<file path="config.mk">
export PLATFORM = sky130hd
export DESIGN_NAME = fb_burst_arbiter
export DESIGN_NICKNAME = d
export VERILOG_FILES = /design/src/rtl/fb_arb_pkg.sv /design/src/rtl/rr_pick4.sv /design/src/rtl/fb_burst_arbiter.sv
export SDC_FILE = /design/constraint.sdc
export NUM_CORES = 1
export LEC_CHECK = 0
export BUFFER_PORTS_ARGS = -buffer_cell sky130_fd_sc_hd__clkbuf_2
export CORE_MARGIN = 1
export CORE_UTILIZATION = 48
export CTS_CLUSTER_SIZE = 30
export DETAILED_ROUTE_END_ITERATION = 10
export PLACE_DENSITY = 0.86
export SLEW_MARGIN = 25
export SYNTH_ARGS = -nofsm -noshare
export SYNTH_HDL_FRONTEND = slang
export SYNTH_HIERARCHICAL = 1
export SYNTH_SLANG_ARGS = --single-unit
</file>
<file path="constraint.sdc">
create_clock -name clk -period 3.3 [get_ports clk]
set_input_delay 0 -clock clk [delete_from_list [all_inputs] [get_ports clk]]
set_output_delay 0 -clock clk [all_outputs]
set_load 0.03 [all_outputs]
</file>
<file path="src/rtl/fb_arb_pkg.sv">
// Shared constants, state encoding and port helpers for the frame-buffer burst arbiter.
package fb_arb_pkg;
  localparam int NUM_PORTS  = 4;
  localparam int BASE_W     = 3;
  localparam int NUM_FRAMES = 5;

  localparam logic [1:0] WR_PORT = 2'd0;
  localparam logic [1:0] RD0     = 2'd1;
  localparam logic [1:0] RD1     = 2'd2;
  localparam logic [1:0] RD2     = 2'd3;

  typedef enum logic [1:0] {IDLE, CHECK, CMD, WAIT} arb_state_t;

  // Port 0 is always present; read ports above rdport are masked off.
  function automatic logic [NUM_PORTS-1:0] port_mask(input int rdport);
    logic [NUM_PORTS-1:0] m;
    for (int n = 0; n < NUM_PORTS; n++) begin
      m[n] = (n == 0) || (n <= rdport);
    end
    return m;
  endfunction

  function automatic logic [NUM_PORTS-1:0] port_bit(input logic [1:0] p);
    return 4'b0001 << p;
  endfunction
endpackage

</file>
<file path="src/rtl/rr_pick4.sv">
// Combinational 4-way round-robin pick with optional fixed priority for port 0.
module rr_pick4 (
  input  logic [3:0] eligible,
  input  logic [1:0] ptr,
  input  logic       prio0,
  output logic [1:0] win,
  output logic       any
);
  always_comb begin
    win = 2'd0;
    // Scan from the far end back to ptr so the last hit is the first port at or after ptr.
    for (int i = 3; i >= 0; i--) begin
      logic [1:0] idx;
      idx = ptr + 2'(i);
      if (eligible[idx]) win = idx;
    end
    if (prio0 && eligible[0]) win = 2'd0;
    any = |eligible;
  end
endmodule

</file>
<file path="src/rtl/fb_burst_arbiter.sv">
// Arbitrates one memory command port between the frame-buffer writer (port 0) and up to three readers.
module fb_burst_arbiter
  import fb_arb_pkg::*;
#(
  parameter int RDPORT  = 3,
  parameter int OFF_W   = 20,
  parameter int LEN_W   = 8,
  parameter int WR_PRIO = 1,
  parameter int TIMEOUT = 1023
) (
  input  logic                        clk,
  input  logic                        rst,
  input  logic [NUM_PORTS-1:0]        req,
  input  logic [NUM_PORTS*BASE_W-1:0] base,
  input  logic [NUM_PORTS*OFF_W-1:0]  offset,
  input  logic [NUM_PORTS*LEN_W-1:0]  len,
  output logic [NUM_PORTS-1:0]        ack,
  output logic [NUM_PORTS-1:0]        err,
  output logic                        cmd_valid,
  input  logic                        cmd_ready,
  output logic                        cmd_wr,
  output logic [BASE_W+OFF_W-1:0]     cmd_addr,
  output logic [LEN_W-1:0]            cmd_len,
  output logic [1:0]                  cmd_port,
  input  logic                        mem_done,
  output logic                        busy
);
  localparam int CNT_W = $clog2(TIMEOUT + 1);

  arb_state_t                 r_state, w_state_nxt;
  logic [1:0]                 r_ptr, w_ptr_nxt;
  logic [CNT_W-1:0]           r_cnt, w_cnt_nxt;
  logic [NUM_PORTS-1:0]       r_ack, r_err, w_ack_nxt, w_err_nxt;
  logic                       r_cmd_valid, w_valid_nxt;
  logic                       r_cmd_wr;
  logic [BASE_W+OFF_W-1:0]    r_cmd_addr;
  logic [LEN_W-1:0]           r_cmd_len;
  logic [1:0]                 r_cmd_port;
  logic                       w_grant;
  logic [NUM_PORTS-1:0]       w_elig;
  logic [1:0]                 w_win;
  logic                       w_any;
  logic                       w_prio0;
  logic                       w_base_bad;

  assign w_elig     = req & port_mask(RDPORT);
  assign w_prio0    = (WR_PRIO != 0);
  // The granted base is held in the top bits of cmd_addr, so CHECK validates it there.
  assign w_base_bad = r_cmd_addr[BASE_W+OFF_W-1 -: BASE_W] >= BASE_W'(NUM_FRAMES);

  rr_pick4 u_pick (
    .eligible (w_elig),
    .ptr      (r_ptr),
    .prio0    (w_prio0),
    .win      (w_win),
    .any      (w_any)
  );

  always_comb begin
    w_state_nxt = r_state;
    w_ptr_nxt   = r_ptr;
    w_cnt_nxt   = r_cnt;
    w_ack_nxt   = '0;
    w_err_nxt   = '0;
    w_valid_nxt = r_cmd_valid;
    w_grant     = 1'b0;
    unique case (r_state)
      IDLE: begin
        if (w_any) begin
          w_grant     = 1'b1;
          w_state_nxt = CHECK;
          if (w_prio0 && (w_win == WR_PORT)) w_ptr_nxt = WR_PORT + 2'd1;
        end
      end
      CHECK: begin
        if (w_base_bad) begin
          w_err_nxt   = port_bit(r_cmd_port);
          w_ptr_nxt   = r_cmd_port + 2'd1;
          w_state_nxt = IDLE;
        end else if (r_cmd_len == '0) begin
          w_ack_nxt   = port_bit(r_cmd_port);
          w_ptr_nxt   = r_cmd_port + 2'd1;
          w_state_nxt = IDLE;
        end else begin
          w_valid_nxt = 1'b1;
          w_state_nxt = CMD;
        end
      end
      CMD: begin
        if (cmd_ready) begin
          w_valid_nxt = 1'b0;
          w_cnt_nxt   = '0;
          w_state_nxt = WAIT;
        end
      end
      WAIT: begin
        if (mem_done) begin
          w_ack_nxt   = port_bit(r_cmd_port);
          w_ptr_nxt   = r_cmd_port + 2'd1;
          w_state_nxt = IDLE;
        end else if (r_cnt == CNT_W'(TIMEOUT - 1)) begin
          w_err_nxt   = port_bit(r_cmd_port);
          w_ptr_nxt   = r_cmd_port + 2'd1;
          w_state_nxt = IDLE;
        end else begin
          w_cnt_nxt = r_cnt + CNT_W'(1);
        end
      end
      default: w_state_nxt = IDLE;
    endcase
  end

  always_ff @(posedge clk) begin
    if (rst) begin
      r_state     <= IDLE;
      r_ptr       <= '0;
      r_cnt       <= '0;
      r_ack       <= '0;
      r_err       <= '0;
      r_cmd_valid <= 1'b0;
      r_cmd_wr    <= 1'b0;
      r_cmd_addr  <= '0;
      r_cmd_len   <= '0;
      r_cmd_port  <= '0;
    end else begin
      r_state     <= w_state_nxt;
      r_ptr       <= w_ptr_nxt;
      r_cnt       <= w_cnt_nxt;
      r_ack       <= w_ack_nxt;
      r_err       <= w_err_nxt;
      r_cmd_valid <= w_valid_nxt;
      if (w_grant) begin
        r_cmd_port <= w_win;
        r_cmd_wr   <= (w_win == WR_PORT);
        r_cmd_addr <= {base[BASE_W*w_win +: BASE_W], offset[OFF_W*w_win +: OFF_W]};
        r_cmd_len  <= len[LEN_W*w_win +: LEN_W];
      end
    end
  end

  assign ack       = r_ack;
  assign err       = r_err;
  assign cmd_valid = r_cmd_valid;
  assign cmd_wr    = r_cmd_wr;
  assign cmd_addr  = r_cmd_addr;
  assign cmd_len   = r_cmd_len;
  assign cmd_port  = r_cmd_port;
  assign busy      = (r_state != IDLE);
endmodule
</file>
==> implementation parameters, run 1 <==
Parameter                              Value

Clocking
  Worst-skew pair later-pin latency    0.33 ns
  CTS H-Tree Depth    3
  CTS root buf    clkbuf_8
  Setup bufs post-CTS    0
  Clock sink count    57
  Clock-pin slew of the registers on the worst-case setup and hold paths    0.06 ns
  Number of buffers created by CTS    9
  Number of hold buffers added after cts    0
  TritonCTS clock tree    yes
  Quantity of gates resized following cts    0
  Clock Path Buffers    2

Placement
  Pre-CTS setup slack    0.924 ns
  Placed cell areas    4090 um^2
  Placed wire-length estimate after detailed placement    7.07 mm
  Final estimated routing congestion in global placement    0.817
  Port-buffer cells    175

Floorplan
  Initial standard-cell utilization of the core    0.495
  Die height    83.0 um
  Area of the core region    6350 um^2
  Number of core rows    29
  Top Ports    176
  Die extent in x    between 80 and 90 um
  Die Outline Area    6880 um^2

Worst setup path
  Startpoint of the lowest-slack register-to-register path    r_ptr[1]
  Maximum net fanout on the critical path    23
  Required @ worst endpoint    3.47 ns
  Crit. End Element    flop
  Type of origin of the critical path    flop
  Worst path arrival time    2.54 ns
  Terminus of the critical flop-to-flop path    cmd_addr[9]
  Slack of the worst reg-to-reg path    0.93 ns
  Number of cell instances on the worst register-to-register path    7
  Crit Path Category    reg2reg

GRT
  Aggregate global routing overflow    0
  Pin count of the biggest net entering global routing    44
  Global-route usage over all layers    0.268
  Number of antenna violations at the first check in global routing    1
  First-pass GRT wire length    14.5 mm
  Number of global-route vias before repair    between 3,000 and 4,000

STA
  Total count of max-transition violations in the final report    0
  Worst slew slack as a fraction of its limit    0.410
  Period minus WS final    2.37 ns
  Final-report setup violation count    0
  Sum of negative setup slack    0 ns
  Worst Skew    0.00632 ns
  Final hold vios    0
  Actual transition at the worst max-transition pin    approximately 0.88 ns
  Period Utilization, post-route    0.717
  Slack of the critical path    0.934 ns
  Unrepaired setup endpoints after global routing    no
  Max frequency    between 400 and 500 MHz

Layout
  Post-layout utilization of the core    0.672
  Layout Cell Area excl Fill    4270 um^2
  Most common cell after layout, fill and taps aside    clkbuf_2
  Fraction of final layout cells with drive strength greater than 1    0.468
  Layout fillers    521
  Most frequent cells in the layout    clkbuf_2, nand2_1, dfxtp_1
  Post-layout net count    648
  Post-synthesis to final-layout area growth    35.7%

Detailed routing
  DRC viols    0
  Antenna viol nets, final    0
  First-pass detailed-route iteration total    4
  Vias per Instance    5.37
  Routed wire length    around 9.1 mm
  Starting DRT DRC Count    135
  Average detailed-routed wire length per instance    roughly 15 um
  Vias after detailed routing    3,187

Synthesis
  Sequential-to-total area share from yosys stat    0.363
  Post-synthesis register bit count    57
  Ys Warns    6
  Number of unique standard cell types used by synthesis    49
  Synthesized netlist cell count    341
  Average cell area after synthesis    just over 9 um^2
  Summed instance area of the synthesized netlist    around 3100 um^2

Power and ir drop
  Net switching power    779 uW
  Combinational group share of total power    0.354
  Highest ir drop seen on vdd    0.394 mV
  Clock Power Share    0.268
  Design internal power    1400 uW
  PD cells    between 500 and 600 nW/um^2
  Leakage power figure    0.00191 uW
  Power share of the sequential group    0.378
  Sw Ratio    0.357

Hold path
  Worst hold path endpoint    r_state[0]
  Cell depth of the worst min-delay path    4
  Hold Crit Class    in2reg
  Start point of the worst hold path    cmd_ready

Job
  Count of maximum capacitance violations    0

Status
  Result of the run    finished clean
## power by group through the flow
| stage | clock (uW) | sequential (uW) | combinational, uW |
|---|---|---|---|
| 2_1_floorplan | 0 | 945 | 428 |
| 3_3_place_gp | 0 | 835 | 755 |
| 3_5_place_dp | 0 | 839 | 776 |
| 4_1_cts | 596 | 825 | 778 |
| 5_1_grt | 626 | 836 | 835 |
| 6_report | 584 | 826 | 774 |
## final cells by class
cell class | instances | area [um^2] | area share
antenna | 1 | 2.50 | 0.000586
multi-input combinational | 254 | 1900 | 0.446
clock buffer | 11 | 151 | 0.0355
sequential | 57 | 1140 | 0.267
timing repair buffer | 180 | 913 | 0.214
clock inverter | 5 | 30.0 | 0.00703
inverter | 8 | 30.0 | 0.00703
tap | 77 | 96.3 | 0.0226
## synth_stat cells (all sizes together)
cell type	n	area (um^2)
nand2	83	314
dfxtp	57	1140
a21oi	41	205
mux4	31	698
nor2	25	93.8
clkbuf	14	52.6
nor3	10	50.1
buf	9	40.0
inv	8	30.0
o21ai	7	35.0
xnor2	7	61.3
ha	6	75.1
a31oi	4	40.0
and4	3	27.5
nand3	3	15.0
nor2b	3	18.8
or2	3	21.3
or4	3	26.3
nand2b	2	12.5
o22a	2	18.8
a211o	1	10.0
a211oi	1	7.51
a21boi	1	7.51
a21o	1	7.51
a22o	1	8.76
a311oi	1	8.76
and2	1	6.26
and2b	1	8.76
and3	1	6.26
conb	1	3.75
mux2i	1	10.0
nand4	1	6.26
nor3b	1	7.51
nor4	1	12.5
o221a	1	11.3
o311ai	1	8.76
o31ai	1	12.5
o32a	1	10.0
o32ai	1	8.76
or3	1	6.26
## worst max-delay path: stages (launching register included)
cell	delay (ns)
dfxtp_1	0.45
a21boi_0	0.13
o32a_1	0.22
o32ai_4	0.27
buf_4	0.43
mux4_2	0.56
nand2_1	0.08
a21oi_1	0.07
## state kept, by name, summed over array words and instances, names as in the netlist, named ones only
name / count
ack: 4
err: 4
cmd_len: 8
cmd_port: 2
r_cnt: 10
r_state: 1
cmd_addr: 23
cmd_wr: 1
cmd_valid: 1
r_ptr: 2
## kinds of logic after synthesis
kind of cell / Yosys count / share of synthesized area
and+or+nand+nor: 142 / 0.201
AOI/OAI and AO/OA: 65 / 0.127
DFF: 57 / 0.363
muxes: 32 / 0.225
buffers and inverters: 31 / 0.0390
xor gates and xnor gates: 7 / 0.0195
adders and majority gates: 6 / 0.0239
other: 1 / 0.00119
## how the worst max path moves through the flow
stage	startpoint	endpoint	slack (ns)	cells past startpoint
6_report	r_ptr[1]	cmd_addr[9]	0.93	7
5_1_grt	r_ptr[1]	cmd_addr[11]	0.73	7
4_1_cts	r_ptr[1]	cmd_addr[9]	0.91	7
3_5_place_dp	r_ptr[1]	cmd_addr[0]	0.92	7
3_3_place_gp	r_ptr[1]	cmd_len[4]	1.02	7
2_1_floorplan	r_ptr[1]	cmd_len[0]	1.10	8
## layer usage
metal / share of wire / global-route usage / up-vias
li1: - / - / 1555
met1: 0.38 / 0.299 / 1483
met2: 0.53 / 0.490 / 134
met3: 0.072 / 0.0746 / 15
met4: 0.015 / 0.0831 / 0
met5: 0 / 0 / -
## through the flow
stage          total power (uW)  std cells  hold WS (ns)
3_5_place_dp               1620        576         0.441
5_1_grt                    2300        592         0.141
6_report                   2180        593         0.117
2_1_floorplan              1370        342         0.310
4_1_cts                    2200        592         0.105
3_3_place_gp               1590        576         0.442
Power figures use the tool's default switching activity.
==> run 2: changes to the inputs <==
--- a/config.mk
+++ b/config.mk
@@ -5,12 +5,13 @@
 export SDC_FILE = /design/constraint.sdc
 export NUM_CORES = 1
 export LEC_CHECK = 0
+export ABC_AREA = 1
 export BUFFER_PORTS_ARGS = -buffer_cell sky130_fd_sc_hd__clkbuf_2
 export CORE_MARGIN = 1
-export CORE_UTILIZATION = 48
+export CORE_UTILIZATION = 47
 export CTS_CLUSTER_SIZE = 30
 export DETAILED_ROUTE_END_ITERATION = 10
-export PLACE_DENSITY = 0.86
+export PLACE_DENSITY = 0.81
 export SLEW_MARGIN = 25
 export SYNTH_ARGS = -nofsm -noshare
 export SYNTH_HDL_FRONTEND = slang
==> constraint.sdc (replaced) <==
create_clock -name clk -period 2.3 [get_ports clk]
set_input_delay 0 -clock clk [delete_from_list [all_inputs] [get_ports clk]]
set_output_delay 0 -clock clk [all_outputs]
set_load 0.03 [all_outputs]
==> implementation parameters, run 2 <==
Parameter                              Value

Status
  Result of the run    finished clean

STA
  Max frequency    457 MHz
  Final hold vios    0
  Worst hold slack    roughly 0.042 ns
  Period minus WS final    2.19 ns
  Period Utilization, post-route    0.952
  Unrepaired setup endpoints after global routing    yes
  Total count of max-transition violations in the final report    0
  Sum of negative setup slack    0 ns
  Final-report setup violation count    0
  Worst Skew    approximately 0.0083 ns

Clocking
  CTS H-Tree Depth    3
  Clock sink count    57
  Clock Path Buffers    2
  TritonCTS clock tree    yes
  Number of buffers created by CTS    9
  CTS root buf    clkbuf_8
  Clock-pin slew of the registers on the worst-case setup and hold paths    0.06 ns
  Setup bufs post-CTS    0
  Worst-skew pair later-pin latency    between 0.3 and 0.4 ns

Power and ir drop
  PD cells    ~1200 nW/um^2
  Clock Power Share    0.168
  Highest ir drop seen on vdd    0.828 mV
  Sw Ratio    0.490
  Combinational group share of total power    0.590
  Leakage power figure    0.00251 uW
  Power share of the sequential group    0.241
  Design internal power    between 3000 and 4000 uW
  Net switching power    2900 uW

Synthesis
  Dominant cell by count in the synthesized netlist    nor2_1
  Ranking of synthesized cells by area    dfxtp_1, nor2_1, o21ai_0
  Flip-flop cell with the highest count after synthesis    dfxtp_1
  Combinational family with the most area after synthesis    simple AND/OR/NAND/NOR gates
  Cell type contributing the most total cell area after synthesis    dfxtp_1
  XOR/XNOR share of the synthesized area    0.00479
  Post-synth top cells    nor2_1, o21ai_0, nand2_1
  Area fraction in and, or, nand and nor cells after synthesis    0.322
  Async S/R FF share, synth    0
  Sequential-to-total area share from yosys stat    0.312
  Post-synthesis register bit count    57
  Post-synthesis adder-cell area fraction    0.0205
  Multiplexer fraction of the synthesized cell area    0
  Summed instance area of the synthesized netlist    3650 um^2
  Synthesized Nets    approximately 740
  Synthesized netlist cell count    600
  Ys Warns    6
  Compound-gate portion of the synthesized area    0.225
  Number of unique standard cell types used by synthesis    31
  Post-synth EDFFs    0
  Area share of the leading cell type in the synthesized netlist    0.312
  Average cell area after synthesis    6.09 um^2

Layout
  Post-synthesis to final-layout area growth    32.1%
  Largest register FFs    23
  Footprint of the flip-flops and latches    1140 um^2
  Total inserted antenna cells    0
  Most common cell after layout, fill and taps aside    clkbuf_2
  Most frequent cells in the layout    clkbuf_2, nor2_1, o21ai_0
  Fraction of final layout cells with drive strength greater than 1    0.297
  Layout fillers    approximately 660
  Post-layout net count    approximately 900
  Footprint of the multi-input gates    2120 um^2

GRT
  Met3 Use GR    0.0482
  Routing usage on met1    0.343
  Pin count of the biggest net entering global routing    52
  Number of antenna violations at the first check in global routing    0
  First-pass GRT wire length    19.4 mm
  Aggregate global routing overflow    0
  Fraction of met2 tracks used by global routing    0.514
  Number of global-route vias before repair    about 4,300
  Global-route usage over all layers    0.292
  Most congested layer reported by global routing    met2

Worst setup path
  Crit Path Category    reg2reg
  Required @ worst endpoint    2.53 ns
  Number of cell instances on the worst register-to-register path    13
  Type of origin of the critical path    flop
  Worst path arrival time    2.42 ns
  Maximum net fanout on the critical path    51
  Crit. End Element    flop

Hold path
  Cell depth of the worst min-delay path    5
  Hold Crit Class    in2reg

Floorplan
  Initial standard-cell utilization of the core    0.496
  Die height    approximately 90 um
  Area of the core region    7370 um^2
  Number of core rows    31
  Die extent in x    90.2 um
  Die Outline Area    between 8000 and 9000 um^2
  Top Ports    176

Detailed routing
  Vias after detailed routing    4,586
  DRC viols    0
  Vias per Instance    5.30
  Average detailed-routed wire length per instance    13.8 um
  Antenna viol nets, final    0
  First-pass detailed-route iteration total    5
  Starting DRT DRC Count    211
  Routed wire length    11.9 mm

Placement
  Final estimated routing congestion in global placement    around 0.90
  Placed wire-length estimate after detailed placement    9.10 mm
  Port-buffer cells    175

Job
  Count of maximum capacitance violations    0
run 2: timing repair:
| item | CTS | global route |
|---|---|---|
| gates resized for setup | 0 | 18 |
| setup endpoints to repair | 0 | 33 |
| hold buffers | 0 | 0 |
run 2: per-stage QoR:
stage,cells,instance area [um^2],power [uW],worst slack (ns),utilization
after detailed placement,851,4590,4810,0.180,0.623
after CTS,866,4810,5830,0.116,0.652
after floorplan,600,3650,3800,0.466,-
after global placement,851,4590,4720,0.288,0.623
final,866,4830,5910,0.110,0.655
after global routing,866,4830,6370,-0.0602,0.655
run 2: cell families after synthesis:
| group | count (synthesis) |
|---|---|
| xor gates and xnor gates | 2 |
| other | 1 |
| adders and majority gates | 6 |
| and+or+nand+nor | 281 |
| buffers and inverters | 98 |
| AOI/OAI and AO/OA | 155 |
| DFF | 57 |
run 2: path summary, 6_finish.rpt:
check                           slack [ns]        from            to
worst max register to register        0.11    r_ptr[0]  cmd_addr[12]
worst min register to register        0.51   cmd_valid     cmd_valid
worst max-delay path                  0.11    r_ptr[0]  cmd_addr[12]
worst min-delay path                  0.04  offset[11]  cmd_addr[11]
run 2: power groups by stage:
| stage | logic, uW | registers [uW] | clock network (uW) |
|---|---|---|---|
| after global routing | 3870 | 1450 | 1050 |
| after floorplan | 2010 | 1800 | 0 |
| after global placement | 3290 | 1430 | 0 |
| after CTS | 3400 | 1420 | 1000 |
| final | 3490 | 1420 | 996 |
| after detailed placement | 3380 | 1430 | 0 |
run 2: area by class of cell:
cell class	instances	share of cell area
Clock buffer	13	0.0371
Clock inverter	2	0.00726
Inverter	64	0.0498
Multi-Input combinational cell	445	0.438
Sequential cell	57	0.237
Tap cell	99	0.0257
Timing Repair Buffer	186	0.205
run 2: routing by layer:
metal / wire length [um] / part of all wire
met5: 0 / 0
met4: 411 / 0.034
met3: 859 / 0.072
met2: 5900 / 0.49
met1: 4750 / 0.40
run 2: critical path, cell delays in order (launching register included):
cell and delay [ns]:
dfxtp_2 0.36, buf_6 0.14, nand2_1 0.09, nand3_1 0.12, nand2_1 0.11, nor2_1 0.19, a21oi_2 0.11, nor2_4 0.19
inv_2 0.08, buf_12 0.18, o21ai_0 0.19, o22ai_1 0.09, o21ai_0 0.16, inv_1 0.06
